`src/rtl/sw_ni_tx.sv`:
```
// sw_ni_tx - network-interface transmitter for one input port of the 4x4
// packet switch. Turns a host command (destination, length) plus a stream of
// payload words into a head flit followed by len body flits; the last one is
// marked as the tail. A flit is launched only when the switch input buffer
// is not full.
//
// Handshake: a transfer on cvalid/cready or dvalid/dready happens at a rising
// edge where both valid and ready are high. Ready never depends on valid.
// cready is high only in IDLE. dready is high only in BODY with full low.
// Both ready outputs are held low while rst is high.
//
// Ports:
//   clk, rst          clock, synchronous active-high reset
//   cvalid/cready     host command handshake; cdst = destination 0..3,
//                     clen = body-flit count 1..MAXLEN
//   dvalid/dready     payload word handshake; ddata = payload word
//   full              switch input buffer full (stalls flit launch)
//   o                 registered flit {v, type[1:0], data[DW-1:0]}
//   err               sticky flag for illegal command lengths
//   pkt_cnt           completed-packet counter, wraps at 256
//   state_dbg         current FSM state (0 IDLE, 1 HEAD, 2 BODY)
module sw_ni_tx #(
    parameter int DW     = 8,
    parameter int MAXLEN = 7
) (
    input  logic          clk,
    input  logic          rst,
    input  logic          cvalid,
    output logic          cready,
    input  logic [1:0]    cdst,
    input  logic [2:0]    clen,
    input  logic          dvalid,
    output logic          dready,
    input  logic [DW-1:0] ddata,
    input  logic          full,
    output logic [DW+2:0] o,
    output logic          err,
    output logic [7:0]    pkt_cnt,
    output logic [1:0]    state_dbg
);

    typedef enum logic [1:0] {
        S_IDLE = 2'd0,
        S_HEAD = 2'd1,
        S_BODY = 2'd2
    } state_t;

    localparam logic [2:0] MAXLEN_L = 3'(MAXLEN);

    state_t        state_q, state_d;
    logic [1:0]    dst_r_q, dst_r_d;
    logic [2:0]    len_r_q, len_r_d;
    logic [2:0]    cnt_q, cnt_d;
    logic [DW+2:0] o_q, o_d;
    logic          err_q, err_d;
    logic [7:0]    pkt_cnt_q, pkt_cnt_d;

    logic [DW-1:0] head_data;
    logic          cmd_ok;
    logic          is_tail;

    // Head payload: one-hot destination in [3:0], length in [6:4], rest zero.
    always_comb begin
        head_data      = '0;
        head_data[3:0] = 4'b0001 << dst_r_q;
        head_data[6:4] = len_r_q;
    end

    assign cmd_ok  = (clen != 3'd0) && (clen <= MAXLEN_L);
    assign is_tail = (cnt_q == 3'(len_r_q - 3'd1));

    always_comb begin
        state_d   = state_q;
        dst_r_d   = dst_r_q;
        len_r_d   = len_r_q;
        cnt_d     = cnt_q;
        o_d       = '0;          // idle flit unless something launches
        err_d     = err_q;
        pkt_cnt_d = pkt_cnt_q;
        cready    = 1'b0;
        dready    = 1'b0;

        unique case (state_q)
            S_IDLE: begin
                cready = ~rst;
                if (cvalid) begin
                    if (cmd_ok) begin
                        dst_r_d = cdst;
                        len_r_d = clen;
                        cnt_d   = 3'd0;
                        state_d = S_HEAD;
                    end else begin
                        // Illegal length: swallow the command, flag it.
                        err_d = 1'b1;
                    end
                end
            end
            S_HEAD: begin
                if (!full) begin
                    o_d     = {1'b1, 2'b01, head_data};
                    state_d = S_BODY;
                end
            end
            S_BODY: begin
                dready = ~full & ~rst;
                if (dvalid && !full) begin
                    o_d   = {1'b1, (is_tail ? 2'b11 : 2'b10), ddata};
                    cnt_d = cnt_q + 3'd1;
                    if (is_tail) begin
                        state_d   = S_IDLE;
                        pkt_cnt_d = pkt_cnt_q + 8'd1;
                    end
                end
            end
            default: begin
                state_d = S_IDLE;
            end
        endcase
    end

    always_ff @(posedge clk) begin
        if (rst) begin
            state_q   <= S_IDLE;
            dst_r_q   <= 2'd0;
            len_r_q   <= 3'd0;
            cnt_q     <= 3'd0;
            o_q       <= '0;
            err_q     <= 1'b0;
            pkt_cnt_q <= 8'd0;
        end else begin
            state_q   <= state_d;
            dst_r_q   <= dst_r_d;
            len_r_q   <= len_r_d;
            cnt_q     <= cnt_d;
            o_q       <= o_d;
            err_q     <= err_d;
            pkt_cnt_q <= pkt_cnt_d;
        end
    end

    assign o         = o_q;
    assign err       = err_q;
    assign pkt_cnt   = pkt_cnt_q;
    assign state_dbg = state_q;

endmodule

```
`config.mk`:
```
export PLATFORM = sky130hd
export DESIGN_NAME = sw_ni_tx
export DESIGN_NICKNAME = d
export VERILOG_FILES = /design/src/rtl/sw_ni_tx.sv
export SDC_FILE = /design/constraint.sdc
export NUM_CORES = 1
export LEC_CHECK = 0
export BUFFER_PORTS_ARGS = -buffer_cell sky130_fd_sc_hd__buf_2
export CELL_PAD_IN_SITES_DETAIL_PLACEMENT = 1
export CELL_PAD_IN_SITES_GLOBAL_PLACEMENT = 2
export CORE_ASPECT_RATIO = 0.75
export CORE_MARGIN = 8
export CORE_UTILIZATION = 32
export CTS_CLUSTER_SIZE = 14
export DETAILED_ROUTE_END_ITERATION = 16
export PLACE_DENSITY_LB_ADDON = 0.1
export SLEW_MARGIN = 20
export SYNTH_ARGS = -nofsm -noshare
export SYNTH_HDL_FRONTEND = slang
export SYNTH_SLANG_ARGS = --single-unit
```
`constraint.sdc`:
```
create_clock -name clk -period 3.4 [get_ports clk]
set_clock_uncertainty 0.2 [all_clocks]
set_input_delay 0.68 -clock clk [delete_from_list [all_inputs] [get_ports clk]]
set_output_delay 0.68 -clock clk [all_outputs]
set_load 0.01 [all_outputs]
```
==> results.yml <==
layout:
  drive_above_1_share: 0.2827
  n_antenna_cell: 0
  area_growth_pct: 25.09
  fin_nets: 214
sta:
  rsz0062_at_grt: "no"
  tightest_slew_ps: 681.9
  setup_violations: 0
  drv_slew: 0
  fmax_mhz: 415.8
  slew_headroom: 0.5415
  post-route-min-period_ps: 2405
  fin_tns_setup_ps: 0
  hold_violations: 0
  finalCritPeriodShare: 0.7074
detailed_routing:
  drtIter0Drc: 43
  drtAntennaViolNets: 0
  wire_per_inst_um: 14.96
  firstDrtPassIters: 4
  wirelength_um: 3711
  vias: 1229
  viasPerCell: 4.956
  drc: 0
floorplan:
  rows: 21
  die_h_um: 73.31
  core-area_mm2: 0.004335
  dieArea_mm2: 0.006775
  start_util: 0.3232
  dieWidth_um: 92.41
  io_pins: 42
setup_path:
  crit_family: "buffers and inverters"
  slowest_stage: "dfxtp_1"
  r2r_slack_ps: 1070
  crit_top_cell: "inv_1"
  cp.required_ps: 2520
  slowest_delay_ps: 340
  crit_arrival_ps: 1530
  critPathLaunchType: "flip-flop"
  crit_path_end_kind: "output port"
  r2r_start: "state_dbg[0]$_SDFFE_PP0P_"
  critPathMaxFanout: 6
  r2r-end: "pkt_cnt[7]$_SDFFE_PP0P_"
  r2r_cells: 6
  crit_chain: "inv_1 -> ha_1 -> inv_1 -> nor3_1 -> buf_2"
  path_buf_inv: 3
  timing_worst_setup_path_type: "flip-flop to output port"
global_route:
  first_global_vias: 1258
  antenna_found_initial: 0
  grt_max_degree: 24
  grt_usage: 0.1158
  gr-total-overflow: 0
  grt_pass1_wl_um: 6147
yosys:
  ys_warn_count: 0
  yosysMostFrequentCell: "dfxtp_1"
  yosysSeqAreaShare: 0.4286
  synth_top_area_frac: 0.4286
  avgSynthCellArea_um2: 9.469
  synth.largest_area_cell: "dfxtp_1"
  synthCells: 148
  syn-num-nets: 172
  synth_commonest_cells: "dfxtp_1, nor2_1, a21oi_1"
  synth_edf_count: 0
  synth-seq-cells: 30
  ys_async_sr_fraction: 0
  synth.area.top_cells: "dfxtp_1, ha_1, nor2_1, a22oi_1, a21oi_1"
  synthFlopType: "dfxtp_1"
  yosysUniqueCellTypes: 38
  netlist_area_mm2: 0.001401
clock_network:
  insertion_delay_ps: 280
  cts_resized: 0
  cts_hold_buf: 0
  cts_root_buffer: "clkbuf_8"
  cts-buffers-inserted: 5
  clk_pin_slew_worst_paths_ps: 70
  clockBufferDepth: 2
  cts_sinks: 30
  cts_tree: "yes"
  cts_setup_buffers: 0
  cts.htree.levels: 2
power:
  irDropWorstVdd_uv: 248.2
  cellPowerDensity_mw_per_mm2: 586.1
  p_leak_nw: 0.7708
  power_mw: 1.027
hold_path:
  worst_hold_path.num_cells: 2
  hold_path_end: "err$_SDFFE_PP0P_"
  hp-start: "err$_SDFFE_PP0P_"
  hp-class: "flip-flop to flip-flop"
place:
  gp_congestion: 0.7496
  portBuffers: 41
  dpl.hpwl_um: 2911
outcome:
  status: "finished, final reports clean"
flow_run:
  max_cap_viol_count: 0
==> area by class of cell <==
| class | instances | area [µm²] |
|---|---|---|
| Fill cell | 534 | 2582 |
| Clock inverter | 3 | 40.04 |
| Tap cell | 57 | 71.32 |
| Timing Repair Buffer | 41 | 205.2 |
| Inverter | 8 | 30.03 |
| Clock buffer | 5 | 68.82 |
| Multi-Input combinational cell | 104 | 737.0 |
| Sequential cell | 30 | 600.6 |
==> per-stage QoR <==
step / worst slack (ps) / hold WS, ps / area [µm²] / instances / util
after CTS: 951.1 / 280.9 / 1753 / 248 / 0.4043
after detailed placement: 887.0 / 263.8 / 1644 / 240 / 0.3792
final: 994.9 / 274.0 / 1753 / 248 / 0.4043
after global routing: 763.2 / 325.6 / 1753 / 248 / 0.4043
after global placement: 935.1 / 253.6 / 1644 / 240 / 0.3792
after floorplan: 1391 / 265.9 / 1401 / 148 / -
==> sequential cells by signal (all words and copies together) (netlist names) <==
name / cells
cnt_q: 3
dst_r_q: 2
err: 1
len_r_q: 3
o: 11
pkt_cnt: 8
state_dbg: 2
==> layer usage <==
metal / wire length [µm] / share of wire / up-vias / global-route usage
li1: - / - / 610 / -
met2: 1586 / 0.43 / 25 / 0.1741
met3: 186 / 0.050 / 2 / 0.04592
met5: 0 / 0 / - / 0
met1: 1927 / 0.52 / 592 / 0.1457
met4: 11 / 0.0030 / 0 / 0.04270
==> cell usage in the layout (no fill, tap or decap), types with 3 or more instances in the layout <==
| master | instances |
|---|---|
| ha_1 | 6 |
| nor2_1 | 19 |
| buf_2 | 41 |
| clkbuf_8 | 5 |
| o21ai_0 | 5 |
| dfxtp_1 | 30 |
| a22oi_1 | 7 |
| a21oi_1 | 10 |
| nor2b_1 | 5 |
| a32oi_1 | 4 |
| nor3_1 | 3 |
| nand3_1 | 4 |
| or4_1 | 3 |
| mux2i_1 | 4 |
| inv_1 | 8 |
| nand3b_1 | 4 |
| nand2b_1 | 3 |
| nand2_1 | 4 |
| o31ai_1 | 3 |
==> power by group <==
part	internal [mW]	total [mW]	switching (mW)
Clock	0.215	0.349	0.134
Combinational	0.111	0.278	0.168
Sequential	0.376	0.400	0.0243
Total	0.702	1.03	0.325
==> kinds of logic (layout without fill, tap and decap cells) <==
family | count (synthesis) | count (layout) | synth area share
xor+xnor | 6 | 6 | 0.06697
mux | 5 | 5 | 0.03661
simple gates | 53 | 53 | 0.2080
compound gates | 34 | 34 | 0.1607
flops | 30 | 30 | 0.4286
fa+ha+maj | 6 | 6 | 0.05357
buf+inv | 14 | 57 | 0.04553
==> how the worst max path moves through the flow <==
stage / startpoint / to / slack [ps] / depth (start not counted)
2_1_floorplan: state_dbg[0]$_SDFFE_PP0P_ / cready / 1390 / 4
3_3_place_gp: full / pkt_cnt[7]$_SDFFE_PP0P_ / 940 / 5
3_5_place_dp: full / pkt_cnt[7]$_SDFFE_PP0P_ / 890 / 5
4_1_cts: state_dbg[0]$_SDFFE_PP0P_ / dready / 950 / 5
5_1_grt: state_dbg[0]$_SDFFE_PP0P_ / dready / 760 / 5
6_report: state_dbg[0]$_SDFFE_PP0P_ / dready / 990 / 5
==> worst reg2reg max path, delay by kind of cell (launching register included) <==
family | cells | cell delay [ps]
buffers and inverters | 1 | 90
and+or+nand+nor | 3 | 1220
AOI/OAI and AO/OA | 1 | 160
DFF | 1 | 340
adders and majority gates | 1 | 260
Power figures use the tool's default switching activity.
